## config.mk

```make
export PLATFORM = sky130hd
export DESIGN_NAME = pic_vga_scan_flat
export DESIGN_NICKNAME = d
export VERILOG_FILES = /design/src/rtl/pic_vga_scan_if.sv /design/src/rtl/pic_vga_scan.sv /design/src/flat_wrapper.sv
export SDC_FILE = /design/constraint.sdc
export NUM_CORES = 1
export LEC_CHECK = 0
export ABC_AREA = 1
export CAP_MARGIN = 40
export CORE_MARGIN = 1.5
export CORE_UTILIZATION = 58
export DETAILED_ROUTE_END_ITERATION = 8
export GPL_TIMING_DRIVEN = 0
export PLACE_DENSITY = 0.86
export SYNTH_ARGS = -nofsm -noshare
export SYNTH_HDL_FRONTEND = slang
export SYNTH_SLANG_ARGS = --single-unit
```

## constraint.sdc

```tcl
create_clock -name clk -period 5.5 [get_ports clk]
set_clock_uncertainty 0.2 [all_clocks]
set_input_delay 1.1 -clock clk [delete_from_list [all_inputs] [get_ports clk]]
set_output_delay 1.1 -clock clk [all_outputs]
set_load 0.005 [all_outputs]
```

## src/rtl/pic_vga_scan_if.sv

```systemverilog
// Picture-RAM read port, picture-ready level and VGA DAC outputs of the scan-out stage.
interface pic_vga_scan_if;
    logic        pic_ready;
    logic [23:0] rd_data;
    logic [16:0] rd_addr;
    logic        rd_en;
    logic [7:0]  vga_r;
    logic [7:0]  vga_g;
    logic [7:0]  vga_b;
    logic        vga_hs;
    logic        vga_vs;
    logic        vga_de;
    logic        frame_start;

    modport master (
        input  pic_ready, rd_data,
        output rd_addr, rd_en, vga_r, vga_g, vga_b, vga_hs, vga_vs, vga_de, frame_start
    );

    modport slave (
        output pic_ready, rd_data,
        input  rd_addr, rd_en, vga_r, vga_g, vga_b, vga_hs, vga_vs, vga_de, frame_start
    );
endinterface

```

## src/rtl/pic_vga_scan.sv

```systemverilog
// VGA scan-out of the picture RAM: centred image, black border, black until a complete
// picture is latched at frame start. Colour, enable and syncs lag the counters by 2 pixels.
module pic_vga_scan #(
    parameter int CLK_DIV = 2,
    parameter int IMG_W   = 480,
    parameter int IMG_H   = 270,
    parameter int X0      = 80,
    parameter int Y0      = 105,
    parameter int H_VIS   = 640,
    parameter int H_FP    = 16,
    parameter int H_SW    = 96,
    parameter int H_BP    = 48,
    parameter int V_VIS   = 480,
    parameter int V_FP    = 10,
    parameter int V_SW    = 2,
    parameter int V_BP    = 33
) (
    input  logic           clk,
    input  logic           rst_n,
    pic_vga_scan_if.master bus
);

    localparam int DIV_W = (CLK_DIV > 2) ? $clog2(CLK_DIV) : 1;
    localparam logic [DIV_W-1:0] DIV_LAST = DIV_W'(CLK_DIV - 1);
    localparam logic [9:0] H_LAST = 10'(H_VIS + H_FP + H_SW + H_BP - 1);
    localparam logic [9:0] V_LAST = 10'(V_VIS + V_FP + V_SW + V_BP - 1);
    localparam logic [9:0] H_VIS_L = 10'(H_VIS);
    localparam logic [9:0] V_VIS_L = 10'(V_VIS);
    localparam logic [9:0] IMG_X0 = 10'(X0);
    localparam logic [9:0] IMG_X1 = 10'(X0 + IMG_W);
    localparam logic [9:0] IMG_Y0 = 10'(Y0);
    localparam logic [9:0] IMG_Y1 = 10'(Y0 + IMG_H);
    localparam logic [9:0] HS_BEG = 10'(H_VIS + H_FP);
    localparam logic [9:0] HS_END = 10'(H_VIS + H_FP + H_SW);
    localparam logic [9:0] VS_BEG = 10'(V_VIS + V_FP);
    localparam logic [9:0] VS_END = 10'(V_VIS + V_FP + V_SW);

    logic [DIV_W-1:0] div_q, div_d;
    logic [9:0]       h_q, h_d, v_q, v_d;
    logic [16:0]      addr_q, addr_d, rd_addr_q, rd_addr_d;
    logic             show_q, show_d, rd_en_q, rd_en_d;
    logic             img_p1_q, img_p1_d, vis_p1_q, vis_p1_d;
    logic             hs_p1_q, hs_p1_d, vs_p1_q, vs_p1_d;
    logic [23:0]      rgb_q, rgb_d;
    logic             de_q, de_d, hs_q, hs_d, vs_q, vs_d;
    logic             pix_en, frame_start, vis, img, hs_n, vs_n;

    // frame_start covers the whole first clk at (0,0), including the clk right after reset release.
    always_comb begin
        pix_en      = (div_q == DIV_LAST);
        frame_start = rst_n && (div_q == '0) && (h_q == '0) && (v_q == '0);
        vis         = (h_q < H_VIS_L) && (v_q < V_VIS_L);
        img         = vis && (h_q >= IMG_X0) && (h_q < IMG_X1) && (v_q >= IMG_Y0) && (v_q < IMG_Y1);
        hs_n        = !((h_q >= HS_BEG) && (h_q < HS_END));
        vs_n        = !((v_q >= VS_BEG) && (v_q < VS_END));
    end

    always_comb begin
        div_d     = pix_en ? '0 : div_q + DIV_W'(1);
        h_d       = h_q;
        v_d       = v_q;
        show_d    = frame_start ? bus.pic_ready : show_q;
        addr_d    = addr_q;
        rd_addr_d = rd_addr_q;
        rd_en_d   = 1'b0;
        img_p1_d  = img_p1_q;
        vis_p1_d  = vis_p1_q;
        hs_p1_d   = hs_p1_q;
        vs_p1_d   = vs_p1_q;
        rgb_d     = rgb_q;
        de_d      = de_q;
        hs_d      = hs_q;
        vs_d      = vs_q;

        if (pix_en) begin
            if (h_q == H_LAST) begin
                h_d = '0;
                v_d = (v_q == V_LAST) ? '0 : v_q + 10'd1;
            end else begin
                h_d = h_q + 10'd1;
            end
        end

        // Only image pixels advance the address, so rows land contiguously in the RAM.
        if (frame_start) begin
            addr_d = '0;
        end else if (pix_en && img) begin
            addr_d    = addr_q + 17'd1;
            rd_addr_d = addr_q;
            rd_en_d   = 1'b1;
        end

        if (pix_en) begin
            img_p1_d = img;
            vis_p1_d = vis;
            hs_p1_d  = hs_n;
            vs_p1_d  = vs_n;
            rgb_d    = (img_p1_q && show_q) ? bus.rd_data : '0;
            de_d     = vis_p1_q;
            hs_d     = hs_p1_q;
            vs_d     = vs_p1_q;
        end
    end

    always_ff @(posedge clk or negedge rst_n) begin
        if (!rst_n) begin
            div_q     <= '0;
            h_q       <= '0;
            v_q       <= '0;
            addr_q    <= '0;
            show_q    <= 1'b0;
            rd_addr_q <= '0;
            rd_en_q   <= 1'b0;
            img_p1_q  <= 1'b0;
            vis_p1_q  <= 1'b0;
            hs_p1_q   <= 1'b1;
            vs_p1_q   <= 1'b1;
            rgb_q     <= '0;
            de_q      <= 1'b0;
            hs_q      <= 1'b1;
            vs_q      <= 1'b1;
        end else begin
            div_q     <= div_d;
            h_q       <= h_d;
            v_q       <= v_d;
            addr_q    <= addr_d;
            show_q    <= show_d;
            rd_addr_q <= rd_addr_d;
            rd_en_q   <= rd_en_d;
            img_p1_q  <= img_p1_d;
            vis_p1_q  <= vis_p1_d;
            hs_p1_q   <= hs_p1_d;
            vs_p1_q   <= vs_p1_d;
            rgb_q     <= rgb_d;
            de_q      <= de_d;
            hs_q      <= hs_d;
            vs_q      <= vs_d;
        end
    end

    assign bus.rd_addr     = rd_addr_q;
    assign bus.rd_en       = rd_en_q;
    assign bus.vga_r       = rgb_q[23:16];
    assign bus.vga_g       = rgb_q[15:8];
    assign bus.vga_b       = rgb_q[7:0];
    assign bus.vga_de      = de_q;
    assign bus.vga_hs      = hs_q;
    assign bus.vga_vs      = vs_q;
    assign bus.frame_start = frame_start;

endmodule

```

## src/flat_wrapper.sv

```systemverilog
// flat-port wrapper written by rule: the top's interface ports become plain ports
module pic_vga_scan_flat 
#(
    parameter int CLK_DIV = 2,
    parameter int IMG_W   = 480,
    parameter int IMG_H   = 270,
    parameter int X0      = 80,
    parameter int Y0      = 105,
    parameter int H_VIS   = 640,
    parameter int H_FP    = 16,
    parameter int H_SW    = 96,
    parameter int H_BP    = 48,
    parameter int V_VIS   = 480,
    parameter int V_FP    = 10,
    parameter int V_SW    = 2,
    parameter int V_BP    = 33
)
  (clk, rst_n, bus_pic_ready, bus_rd_data, bus_rd_addr, bus_rd_en, bus_vga_r, bus_vga_g, bus_vga_b, bus_vga_hs, bus_vga_vs, bus_vga_de, bus_frame_start);
  pic_vga_scan_if bus_i ();
  input  logic clk;
  input  logic rst_n;
  input wire logic [$bits(bus_i.pic_ready)-1:0] bus_pic_ready;
  input wire logic [$bits(bus_i.rd_data)-1:0] bus_rd_data;
  output wire logic [$bits(bus_i.rd_addr)-1:0] bus_rd_addr;
  output wire logic [$bits(bus_i.rd_en)-1:0] bus_rd_en;
  output wire logic [$bits(bus_i.vga_r)-1:0] bus_vga_r;
  output wire logic [$bits(bus_i.vga_g)-1:0] bus_vga_g;
  output wire logic [$bits(bus_i.vga_b)-1:0] bus_vga_b;
  output wire logic [$bits(bus_i.vga_hs)-1:0] bus_vga_hs;
  output wire logic [$bits(bus_i.vga_vs)-1:0] bus_vga_vs;
  output wire logic [$bits(bus_i.vga_de)-1:0] bus_vga_de;
  output wire logic [$bits(bus_i.frame_start)-1:0] bus_frame_start;
  assign bus_i.pic_ready = bus_pic_ready;
  assign bus_i.rd_data = bus_rd_data;
  assign bus_rd_addr = bus_i.rd_addr;
  assign bus_rd_en = bus_i.rd_en;
  assign bus_vga_r = bus_i.vga_r;
  assign bus_vga_g = bus_i.vga_g;
  assign bus_vga_b = bus_i.vga_b;
  assign bus_vga_hs = bus_i.vga_hs;
  assign bus_vga_vs = bus_i.vga_vs;
  assign bus_vga_de = bus_i.vga_de;
  assign bus_frame_start = bus_i.frame_start;
  pic_vga_scan #(.CLK_DIV(CLK_DIV), .IMG_W(IMG_W), .IMG_H(IMG_H), .X0(X0), .Y0(Y0), .H_VIS(H_VIS), .H_FP(H_FP), .H_SW(H_SW), .H_BP(H_BP), .V_VIS(V_VIS), .V_FP(V_FP), .V_SW(V_SW), .V_BP(V_BP)) u_core (.clk(clk), .rst_n(rst_n), .bus(bus_i));
endmodule
```

==> results of run 1 <==
==> cells by family (layout without fill, tap and decap cells) <==
kind of cell,after synthesis,in the layout
buffers and inverters,67,156
xor gates and xnor gates,14,14
AOI/OAI and AO/OA,62,62
and+or+nand+nor,313,313
DFF,88,88
adders and majority gates,7,7
==> cells in the final DEF (no fill, tap or decap), types with 4 or more instances in the layout <==
cell and count:
inv_1 32, nand3_1 44, nand3_2 14, clkbuf_1 7, nor3_1 7, xor2_1 14
clkbuf_8 10, o21ai_0 35, a21oi_1 4, dfrtp_1 84, nand2_2 4, o21ai_1 20
buf_2 9, nand4_1 14, ha_1 7, inv_2 12, nor2_1 35, nand2_1 178
dfstp_2 4, clkdlybuf4s50_1 71
==> state kept, by name, indices dropped and copies added (netlist names), 10 cells and up <==
| register | count |
|---|---|
| u_core.rgb_q | 24 |
| u_core.v_q | 10 |
| u_core.addr_q | 17 |
| u_core.h_q | 10 |
| u_core.bus.rd_addr | 17 |
==> layer usage <==
layer | GRT usage [%] | share of wire [%] | wire length (um) | vias up
met5 | 0 | 0 | 0 | -
met2 | 44.5 | 50 | 5180 | 146
met1 | 35.0 | 43 | 4490 | 1904
met4 | 11.1 | 2.3 | 236 | 0
li1 | - | - | - | 1954
met3 | 3.69 | 4.8 | 504 | 25
==> worst max-delay path, stage by stage <==
cell,delay [ps]
buf_4,350
nand3_1,130
nor4_1,360
clkdlybuf4s50_1,570
==> worst min-delay path by stage <==
stage	from	end	slack (ps)	depth (start not counted)
after global routing	u_core.bus.vga_vs	u_core.bus.vga_vs	290	2
final	u_core.vs_p1_q	u_core.bus.vga_vs	270	2
after floorplan	u_core.show_q	u_core.show_q	240	2
after detailed placement	u_core.vis_p1_q	u_core.bus.vga_de	260	2
after CTS	u_core.vs_p1_q	u_core.bus.vga_vs	270	2
after global placement	u_core.bus.vga_vs	u_core.bus.vga_vs	250	2
==> area by class of cell <==
type | count | area share [%]
Tap cell | 99 | 2.21
Buffer | 21 | 2.15
Multi-Input combinational cell | 396 | 35.6
Clock inverter | 6 | 1.74
Clock buffer | 10 | 2.46
Inverter | 46 | 3.08
Timing Repair Buffer | 73 | 13.3
Sequential cell | 88 | 39.4
==> per-stage QoR <==
stage	setup slack (ps)	instance area, sq um	utilization [%]	hold slack [ps]
final	1680	5600	76.0	266
after global routing	1580	5600	76.0	292
after CTS	1650	5600	76.0	268
after detailed placement	1670	5360	72.8	262
after global placement	-1490	5340	72.4	251
after floorplan	2710	4490	-	242
==> report_power, final <==
| part | switching, mW | internal, mW | total, mW |
|---|---|---|---|
| registers | 0.00972 | 0.653 | 0.663 |
| logic | 0.0291 | 0.0278 | 0.0569 |
| clock network | 0.248 | 0.276 | 0.524 |
==> results by group, run 1 <==
Run status
  – Status: complete, no violations

Global route
  – Antenna violations before repair: 0
  – First-pass GRT wire length: around 18000 um
  – Vias in the first global route: just under 4000
  – GRT overflow: 0
  – Largest net degree at the start of global routing: ~60
  – Total Routing Usage GR: a little over a quarter

Timing
  – Final Hold Fails: 0
  – Final setup vio count: 0
  – Setup total negative slack: 0 ps
  – Slew @ Worst Pin: between 400 and 500 ps
  – Unrepaired setup endpoints after global routing: false
  – Tmin final: 3820 ps
  – Max Fclk: between 200 and 300 MHz
  – Pins Over Slew Limit: 0
  – Fin crit share: a little over two thirds
  – Slew headroom: approximately 69%

Floorplan
  – Die ar.: approximately 8300 sq um
  – FP Rows: 31
  – Die Span X: a little over 90 um
  – Top Ports: 73
  – Die span in y: slightly above 90 um
  – Starting Density: between 60% and 70%
  – Placeable Area: 7370 sq um

Clock tree
  – CTS resizes: 0
  – Worst-Skew Late Latency: approximately 360 ps
  – CTS tree: done
  – Post CTS Setup Buffer Count: 0
  – CTS clock-pin slew for the worst setup and hold paths: roughly 90 ps
  – Number of CTS-inserted buffers: 9
  – H-tree Lvls: 3
  – Hold-fix buffers at CTS: 0
  – CTS Sinks: 88
  – Clock Path Buffers: 2
  – Clk root buf: clkbuf_8

Setup path
  – Critical Path RT: between 4000 and 5000 ps
  – Crit path from: rst_n
  – Crit. End Element: output port
  – Crit path launch type: input port
  – Worst-path fanout max: 31
  – Worst R2R End: u_core.addr_q[3]
  – CP Data Arrival Time: about 2500 ps
  – FF-to-FF path depth: 10
  – CP endpoint: bus_frame_start
  – WS Path Type: in -> out
  – Start of the worst register-to-register path: u_core.h_q[0]
  – Reg2reg setup slack: between 3000 and 4000 ps

Pwr
  – Pwr dens: ~220 nW/um^2
  – Power consumption: 1.24 mW
  – Worst VDD drop: ~0.00012 V
  – P_leak: between 2 and 3 nW

Synthesis
  – Post-synthesis xor/xnor area fraction: under 10%
  – Post-synthesis sequential area ratio: 49.1%
  – Cells after Synth: 551
  – Top FF cell, synth: dfrtp_1
  – Yosys top cell by area: dfrtp_1
  – Syn nets: slightly below 600
  – Compound-Gate Fraction of Synth Area: approximately 7%
  – Avg Cell Area, Syn: just over 8 sq um
  – Post-Synth Simple-Gate Area: between 30% and 40%
  – Top-count cell post-synth: nand2_1
  – Post-synth EDFFs: 0
  – YS warnings: 0
  – Ranking of synthesized cells by area: dfrtp_1 (47%), nand2_1 (15%), nand3_1 (4.9%), o21ai_0 (3.9%), nand3_2 (3.1%)
  – Async set-or-reset flop fraction in the synthesized netlist: between 90% and 100%
  – Synth cell types: 37
  – Mapped cell area: roughly 4500 sq um
  – Post-synthesis adder-cell area fraction: under 10%
  – Yosys top cell area share: a little under half
  – Main combinational cell family by area after synthesis: simple AND/OR/NAND/NOR gates
  – Synth top cells by count: nand2_1 (178), dfrtp_1 (84), nand3_1 (44)
  – Mux cell area share after synthesis: 0%
  – Seq cells post-synth: 88

Route
  – Drc violations: 0
  – DR WL/cell: 14.1 um
  – Pre-Repair DR Iteration Count: 4
  – Vias per cell: 5.45
  – DRT Wirelength: 10400 um
  – Via count: slightly above 4000
  – Antenna Nets Post-Route: 0
  – First DRT Iteration DRCs: around 310

Cells and area
  – Final nets: between 600 and 700
  – N_diodes: 0
  – Sequential cell area: between 2000 and 2500 sq um
  – Proportion of layout cells with a drive suffix above 1: between 10% and 20%
  – Finished Layout Cells: between 700 and 800
  – Layout area overhead: 24.6%
  – Multi-input logic area: between 1500 and 2000 sq um
  – Filler Cell Count: between 500 and 600

Job
  – Max Cap Violations: 0

Place
  – Inst Count DP: 723
  – Dpl hpwl: ~7500 um
  – Number of port buffers: between 70 and 80
  – RePlAce Congestion: 0.892

Min path
  – Hold Path Class: reg -> reg
(Power assumes the default switching activity.)
==> run 2: changes to the inputs <==
- CORE_UTILIZATION: 58 -> 54
- PLACE_DENSITY: 0.86 -> 0.81
- clock period: 5.5 -> 3.59 ns (I/O delays scaled with it)
==> results by group, run 2 (same netlist as run 1, synthesis figures left out) <==
Run status
  – Status: complete, no violations (unchanged)

Setup path
  – CP endpoint: bus_frame_start (unchanged)
  – Critical Path Max Stage Delay: 560 ps (was 570 ps)
  – Crit path launch type: input port (unchanged)
  – Worst-path fanout max: 58 (was 31)
  – Critical Path RT: 2670 ps (was 4200 ps)
  – CP Data Arrival Time: 2470 ps (was 2520 ps)
  – Crit path from: rst_n (unchanged)
  – Crit. End Element: output port (unchanged)
  – Cell chain of the critical path: buf_4, buf_16, nand3_1, nor4_1, clkdlybuf4s50_1 (was buf_4, nand3_1, nor4_1, clkdlybuf4s50_1)
  – Worst R2R End: u_core.addr_q[7] (was u_core.addr_q[3])
  – Start of the worst register-to-register path: u_core.h_q[0] (unchanged)
  – WS Path Type: in -> out (unchanged)
  – FF-to-FF path depth: 10 (unchanged)
  – Reg2reg setup slack: 1450 ps (was 3330 ps)
  – Slowest CP cell: clkdlybuf4s50_1 (unchanged)

Timing
  – Final Hold Fails: 0 (unchanged)
  – Slew @ Worst Pin: 491 ps (was 455 ps)
  – Hold_ws: 79.0 ps (was 266 ps)
  – Fin crit share: a little over nine tenths
  – Pins Over Slew Limit: 0 (unchanged)
  – Setup total negative slack: 0 ps (unchanged)
  – Tmin final: ~3400 ps
  – Max Fclk: a little under 300 MHz
  – Unrepaired setup endpoints after global routing: false (unchanged)
  – Final setup vio count: 0 (unchanged)
  – Slew headroom: 67.3% (was 69.4%)

Floorplan
  – Die ar.: 8880 sq um (was 8280 sq um)
  – Die span in y: 94.2 um (was 91.0 um)
  – Die Span X: 94.2 um (was 91.0 um)
  – Placeable Area: 8130 sq um (was 7370 sq um)
  – Starting Density: 55.2% (was 61.0%)
  – FP Rows: 33 (was 31)
  – Top Ports: 73 (unchanged)

Cells and area
  – Final nets: 669 (unchanged)
  – Layout area overhead: 24.3% (was 24.6%)
  – Most frequent cells in the layout: nand2_1 (178), dfrtp_1 (84), clkdlybuf4s50_1 (71), nand3_1 (44) (unchanged)
  – N_diodes: 0 (unchanged)
  – Proportion of layout cells with a drive suffix above 1: 11.4% (was 11.9%)
  – Design area: 5580 sq um (was 5600 sq um)
  – Most common cell after layout, fill and taps aside: nand2_1 (unchanged)
  – Biggest register: u_core.rgb_q (unchanged)
  – Largest register FFs: 24 (unchanged)

Pwr
  – Pwr dens: 333 nW/um^2 (was 222 nW/um^2)
  – P_leak: 2.72 nW (was 2.73 nW)
  – Power consumption: 1.86 mW (was 1.24 mW)
  – Worst VDD drop: 0.000195 V (was 0.000123 V)

Global route
  – Largest net degree at the start of global routing: 59 (was 61)
  – First-pass GRT wire length: 17700 um (was 17900 um)
  – Gr busiest metal: met2 (unchanged)
  – Total Routing Usage GR: 25.5% (was 26.7%)
  – Antenna violations before repair: 0 (unchanged)
  – GRT overflow: 0 (unchanged)
  – Routing usage on met1: 34.4% (was 35.0%)
  – Met2 Track Usage GR: 40.6% (was 44.5%)
  – Met3 usage: 4.37% (was 3.69%)
  – Vias in the first global route: 3793 (was 3978)

Clock tree
  – Post CTS Setup Buffer Count: 0 (unchanged)
  – Clk root buf: clkbuf_8 (unchanged)
  – CTS tree: done (unchanged)
  – H-tree Lvls: 3 (unchanged)
  – CTS Sinks: 88 (unchanged)
  – Number of CTS-inserted buffers: 9 (unchanged)
  – Clock Path Buffers: 2 (unchanged)
  – Hold-fix buffers at CTS: 0 (unchanged)
  – CTS resizes: 0 (unchanged)
  – CTS clock-pin slew for the worst setup and hold paths: 90 ps (about the same)
  – Worst-Skew Late Latency: 360 ps (about the same)

Place
  – Post-DP Area: 5370 sq um (was 5360 sq um)
  – Number of port buffers: 72 (unchanged)
  – Dpl hpwl: 7470 um (was 7540 um)
  – RePlAce Congestion: 0.907 (was 0.892)

Route
  – Vias per cell: 5.40 (was 5.45)
  – Via count: 4026 (was 4029)
  – DR WL/cell: 14.0 um (was 14.1 um)
  – Pre-Repair DR Iteration Count: 5 (was 4)
  – Drc violations: 0 (unchanged)
  – DRT Wirelength: 10400 um (about the same)
  – First DRT Iteration DRCs: 218 (was 306)
  – Antenna Nets Post-Route: 0 (unchanged)

Job
  – Max Cap Violations: 0 (unchanged)

Min path
  – Hold Path Class: in -> async (was reg -> reg)
-- run 2: through the flow --
stage	cells	utilization (%)	worst slack, ps
global placement	728	65.7	-2660
finish	745	68.6	198
detailed placement	729	66.0	163
global route	745	68.6	19.3
floorplan	551	-	1400
CTS	745	68.6	152
-- run 2: worst max-delay path, delay by kind of cell --
family,cells,cell delay (ps)
buf+inv,3,1240
simple gates,2,470
-- run 2: cell type report --
class                           count  area (sq um)
Buffer                             21           120
Tap cell                          105           131
Fill cell                         655          2550
Sequential cell                    88          2210
Clock inverter                      4          77.6
Clock buffer                       12           135
Inverter                           46           173
Timing Repair Buffer               73           746
Multi-Input combinational cell    396          1990
-- run 2: how the worst min path moves through the flow --
stage,startpoint,cells after the start,end,slack [ps]
floorplan,rst_n,0,u_core.addr_q[0],220
global placement,u_core.bus.vga_vs,2,u_core.bus.vga_vs,250
detailed placement,u_core.bus.vga_vs,2,u_core.bus.vga_vs,260
CTS,rst_n,1,u_core.bus.rd_addr[4],90
global route,rst_n,1,u_core.bus.rd_addr[4],110
finish,rst_n,1,u_core.bus.rd_addr[4],80
-- run 2: metal layers --
| metal | up-vias | wire (um) |
|---|---|---|
| li1 | 1957 | - |
| met1 | 1900 | 4570 |
| met2 | 147 | 4950 |
| met3 | 22 | 617 |
| met4 | 0 | 255 |
| met5 | - | 0 |
-- run 2: where the power goes --
part	switching, mW	total [mW]	leakage [nW]	internal [mW]
Combinational	0.0449	0.0876	1.46	0.0426
Clock	0.359	0.756	0.105	0.397
Sequential	0.0149	1.02	1.15	1.00
==> RTL edit 1 (settings of run 1) <==
`CLK_DIV` is set to 2 in 2 places; all go to 4.
--- a/src/rtl/pic_vga_scan.sv
+++ b/src/rtl/pic_vga_scan.sv
@@ -1,7 +1,7 @@
 // VGA scan-out of the picture RAM: centred image, black border, black until a complete
 // picture is latched at frame start. Colour, enable and syncs lag the counters by 2 pixels.
 module pic_vga_scan #(
-    parameter int CLK_DIV = 2,
+    parameter int CLK_DIV = 4,
     parameter int IMG_W   = 480,
     parameter int IMG_H   = 270,
     parameter int X0      = 80,
--- a/src/flat_wrapper.sv
+++ b/src/flat_wrapper.sv
@@ -1,7 +1,7 @@
 // flat-port wrapper written by rule: the top's interface ports become plain ports
 module pic_vga_scan_flat 
 #(
-    parameter int CLK_DIV = 2,
+    parameter int CLK_DIV = 4,
     parameter int IMG_W   = 480,
     parameter int IMG_H   = 270,
     parameter int X0      = 80,
Check against the original RTL: not equivalent (Yosys sat finds a counterexample within 10 cycles, from zero or initial values and one cycle with rst_n low).
==> RTL edit 1 against run 1 <==
- wire length increased by 2.6%
- total power shrank 0.91%
- sequential share of layout area rose by 0.10 points
- synthesized area up 1.2%
- register-to-register slack lost 0.06 ns
- sequential cell count up 1
- final area increased by 0.87%
- worst setup slack lost 0.39 ns
- first-iteration DRC count decreased by 26%
- clock power down 4%
- highest routed layer unchanged
==> RTL edit 1: results (changes against run 1) <==
metric;value;unit;change
grt_first_pass_wirelength;18100;um;+1.1%
max_slew.worst_pin.slew;0.518;ns;+0.0627 ns
global_route.usage.total;26.9;%;+0.29 points
crit_fanout;62;;+100%
dpl.hpwl;7710;um;+2.3%
synth.top_cells.by_area;sky130_fd_sc_hd__dfrtp_1, sky130_fd_sc_hd__nand2_1, sky130_fd_sc_hd__inv_1;;
met2_usage;46.0;%;+1.4 points
synth_seq_area_share;49.1;%;about the same
number_of_inserted_filler_cells_in_the_final_layout;555;;+4.3%
route.met2.wl;5240;um;+1.1%
detailedRoute.firstIterationViolations;226;;-26%
reg2reg_slack;3.27;ns;-0.06 ns
synth-compound-area-share;7.49;%;+0.44 points
seq_cell_power;0.669;mW;+0.9%
drt-wirelength-per-cell;14.0;um;-0.50%
synth_cell_type_count;31;;-16%
post_dp_cell_area;5420;sq um;+1.1%
synthAdderAreaFrac;2.48;%;+0.53 points
pre_cts_ws;1.27;ns;-0.394 ns
netSwitchingFraction;21.6;%;-1.5 points
synth_xor_xnor_area_share;3.08;%;+0.35 points
grt.met3_usage;3.77;%;+0.084 points
sequentialPowerShare;54.3;%;+1.0 points
ff2ff_path_depth;8;;-2
maximum_number_of_pins_on_one_net_before_global_route_repair;63;;+3.3%
top_cell_types_by_occurrence_after_synthesis;sky130_fd_sc_hd__nand2_1, sky130_fd_sc_hd__dfrtp_1, sky130_fd_sc_hd__inv_1;;
power.static_leakage;2.69;nW;-1.6%
worstPathArrival;2.91;ns;+0.39 ns
worst_r2r_endpoint;u_core.addr_q[8];;
met1_length;4630;um;+3.2%
drt_pass_1_iters;7;;+3
gr-usage-met1;34.7;%;-0.22 points
num_vias;4049;;+0.50%
grt_pass1_vias;3946;;-0.80%
highest_achievable_clock_rate;237;MHz;-9.3%
net_count_of_the_mapped_netlist;608;;+3.9%
route.met3.wl;594;um;+18%
place_congestion;0.944;;+5.7%
clock_power_share;41.0;%;-1.1 points
post_layout_nonfiller_instances;762;;+3.1%
post_route_cells_drive_above_1_share;9.09;%;-2.8 points
status;completed;;
finalNetCount;692;;+3.4%
-- RTL edit 1: cell types whose count changed after synthesis, moves of 4 or more --
cell | run 1 | this run
sky130_fd_sc_hd__buf_2 | 9 | 2
sky130_fd_sc_hd__buf_6 | 2 | 6
sky130_fd_sc_hd__inv_1 | 32 | 64
sky130_fd_sc_hd__inv_2 | 12 | 1
sky130_fd_sc_hd__nand2_1 | 178 | 192
sky130_fd_sc_hd__nand2_2 | 4 | 8
sky130_fd_sc_hd__nand3_1 | 44 | 40
sky130_fd_sc_hd__nand3_2 | 14 | 1
sky130_fd_sc_hd__nand4_1 | 14 | 10
sky130_fd_sc_hd__nor2_1 | 35 | 40
sky130_fd_sc_hd__o21ai_0 | 35 | 41
sky130_fd_sc_hd__o21ai_1 | 20 | 2
sky130_fd_sc_hd__o21ai_2 | 0 | 10
-- RTL edit 1: worst min path at each step --
stage                        endpoint  slack [ns]               from
floorplan             u_core.div_q[0]        0.23    u_core.div_q[0]
global placement      u_core.div_q[0]        0.24    u_core.div_q[0]
detailed placement  u_core.bus.vga_hs        0.26  u_core.bus.vga_hs
CTS                 u_core.bus.vga_hs        0.27  u_core.bus.vga_hs
global route        u_core.bus.vga_de        0.30  u_core.bus.vga_de
finish              u_core.bus.vga_hs        0.27  u_core.bus.vga_hs
-- RTL edit 1: final cells by class --
class | count | area [sq um] | share of cell area, %
Buffer | 17 | 115 | 2.04
Clock buffer | 11 | 151 | 2.68
Clock inverter | 4 | 76.3 | 1.35
Inverter | 66 | 249 | 4.41
Multi-Input combinational cell | 400 | 1950 | 34.5
Sequential cell | 89 | 2230 | 39.5
Tap cell | 102 | 128 | 2.26
Timing Repair Buffer | 73 | 746 | 13.2
==> RTL edit 2 (settings of run 1) <==
Without the edit above. `addr_q` no longer has a reset.
--- a/src/rtl/pic_vga_scan.sv
+++ b/src/rtl/pic_vga_scan.sv
@@ -107,7 +107,6 @@
             div_q     <= '0;
             h_q       <= '0;
             v_q       <= '0;
-            addr_q    <= '0;
             show_q    <= 1'b0;
             rd_addr_q <= '0;
             rd_en_q   <= 1'b0;
@@ -123,7 +122,6 @@
             div_q     <= div_d;
             h_q       <= h_d;
             v_q       <= v_d;
-            addr_q    <= addr_d;
             show_q    <= show_d;
             rd_addr_q <= rd_addr_d;
             rd_en_q   <= rd_en_d;
@@ -138,6 +136,10 @@
         end
     end
 
+    always_ff @(posedge clk) begin
+        addr_q <= addr_d;
+    end
+
     assign bus.rd_addr     = rd_addr_q;
     assign bus.rd_en       = rd_en_q;
     assign bus.vga_r       = rgb_q[23:16];
Formal check against the unedited RTL: no difference found for any inputs over 10 cycles, from zero or initial values and one cycle with rst_n low; that may be too few to reach the edited logic, so the function may still have changed.
==> RTL edit 2 against run 1 <==
- final area decreased by 3.5%
- sequential share of layout area shrank 0.13 points
- synthesized area fell by 4.3%
- sequential cell count unchanged
- wire length is 3.3% higher
- via count up 2.4%
- total power fell by 3.0%
- worst setup slack got worse by 0.51 ns
- highest routed layer unchanged
==> RTL edit 2: results (changes against run 1) <==
metric;value;unit;change
synth_warnings;0;;unchanged
post_dp_cell_area;5170;sq um;-3.6%
placed_cells_incl_taps;744;;+2.9%
root_buffer;sky130_fd_sc_hd__clkbuf_8;;
drt-wirelength-per-cell;14.2;um;+0.43%
h-tree-depth;3;;unchanged
worst_hold_depth;2;;unchanged
number_of_antenna_violations_at_the_first_check_in_global_routing;0;;unchanged
global_route.usage.total;29.7;%;+3.0 points
synth_cell_type_count;32;;-14%
met2_usage;49.4;%;+4.9 points
cts_repair_resize_count;0;;unchanged
synth-async-reset-ratio;80.7;%;-19 points
synth.top_cells.by_area;sky130_fd_sc_hd__dfrtp_1, sky130_fd_sc_hd__nand2_1, sky130_fd_sc_hd__dfxtp_1;;
status;completed;;
portBuffers;72;;unchanged
net_count_of_the_mapped_netlist;606;;+3.6%
worst_r2r_endpoint;u_core.addr_q[2];;
ff2ff_path_depth;6;;-4
gr-usage-met1;37.5;%;+2.5 points
ir_worst_vdd;167;uV;+36%
grt.met3_usage;6.09;%;+2.4 points
synth_xor_xnor_area_share;0.814;%;-1.9 points
grt_pass1_vias;3983;;+0.13%
power.static_leakage;2.63;nW;-3.5%
detailedRoute.firstIterationViolations;304;;-0.65%
avgViaCountPerCell;5.43;;-0.45%
timing.critical_path.slowest_stage_cell;sky130_fd_sc_hd__clkdlybuf4s50_1;;
post_route_cells_drive_above_1_share;6.05;%;-5.8 points
grt_first_pass_wirelength;18200;um;+1.9%
num_antenna_cells;0;;unchanged
drt_pass_1_iters;5;;+1
synth_seq_area_share;49.3;%;+0.21 points
pre_cts_ws;1.15;ns;-0.512 ns
hold_end;u_core.bus.vga_vs;;
synth-compound-area-share;8.73;%;+1.7 points
hold-worst-slack;0.273;ns;+0.00661 ns
worstSetupStartpoint;rst_n;;
worstPathArrival;3.02;ns;+0.50 ns
top_cell_types_by_occurrence_after_synthesis;sky130_fd_sc_hd__nand2_1, sky130_fd_sc_hd__dfrtp_1, sky130_fd_sc_hd__inv_1;;
totalWireLength;10800;um;+3.3%
worst_slew_margin_rel;52.1;%;-17 points
finalNetCount;690;;+3.1%
reg2reg_slack;3.20;ns;-0.13 ns
registers.top_by_ff_count;u_core.rgb_q;;
cts_setup_buffers;0;;unchanged
synthMuxAreaShare;0;%;unchanged
crit_fanout;53;;+71%
postSynthAreaPerCell;7.52;sq um;-7.8%
maximum_number_of_pins_on_one_net_before_global_route_repair;54;;-11%
place_congestion;0.962;;+7.8%
crit_path_max_incr_delay;0.51;ns;-0.06 ns
path_clk_slew;0.09;ns;about the same
synthAdderAreaFrac;2.04;%;+0.087 points
cts_buffers;9;;unchanged
hold_class;register to register;;
synthFlopType;sky130_fd_sc_hd__dfrtp_1;;
worst_skew_pair.late_latency;0.37;ns;
dpl.hpwl;7730;um;+2.5%
worst_r2r_src;u_core.div_q;;
[RTL edit 2: changes by cell type after synthesis, sizes merged, moves of 10 or more]
cell,run 1,this run
nor2,40,56
nand3,59,38
dfrtp,84,67
inv,44,65
dfxtp,0,17
xor2,14,4
[RTL edit 2: power by group]
group	leakage (nW)	internal, mW	switching [mW]	total [mW]
Combinational	1.44	0.0222	0.0204	0.0426
Sequential	1.09	0.649	0.00353	0.652
Clock	0.105	0.270	0.242	0.512
Total	2.63	0.940	0.266	1.21
[RTL edit 2: final cells by class]
class	instances	area (sq um)
Multi-Input combinational cell	398	1830
Clock inverter	6	91.3
Fill cell	541	1810
Timing Repair Buffer	73	746
Buffer	20	106
Inverter	66	248
Sequential cell	88	2120
Clock buffer	10	138
Tap cell	99	124
[RTL edit 2: per-layer routing]
layer | wire (um) | vias to the layer above | part of all wire [%]
met5 | 0 | - | 0
li1 | - | 2001 | -
met4 | 263 | 0 | 2.4
met1 | 4410 | 1899 | 41
met2 | 5260 | 193 | 49
met3 | 834 | 32 | 7.8
[RTL edit 2: kinds of logic after synthesis]
group | after synthesis
XOR/XNOR | 4
AO/OA/AOI/OAI | 73
flip-flops | 88
adder cells (fa/ha/maj) | 7
buffers and inverters | 86
AND/OR/NAND/NOR | 314
[RTL edit 2: worst max-delay path by stage]
stage | slack (ns) | endpoint | cells after the start
final | 1.18 | bus_frame_start | 7
after global routing | 0.95 | bus_frame_start | 7
after CTS | 1.15 | bus_frame_start | 7
after detailed placement | 1.15 | bus_frame_start | 7
after global placement | -1.23 | bus_frame_start | 6
after floorplan | 2.57 | bus_frame_start | 4
[RTL edit 2: worst register-to-register path: cells and delay by family, from the launching register on]
kind | cells | cell delay (ns)
buf+inv | 3 | 0.74
flops | 1 | 0.36
simple gates | 3 | 0.87
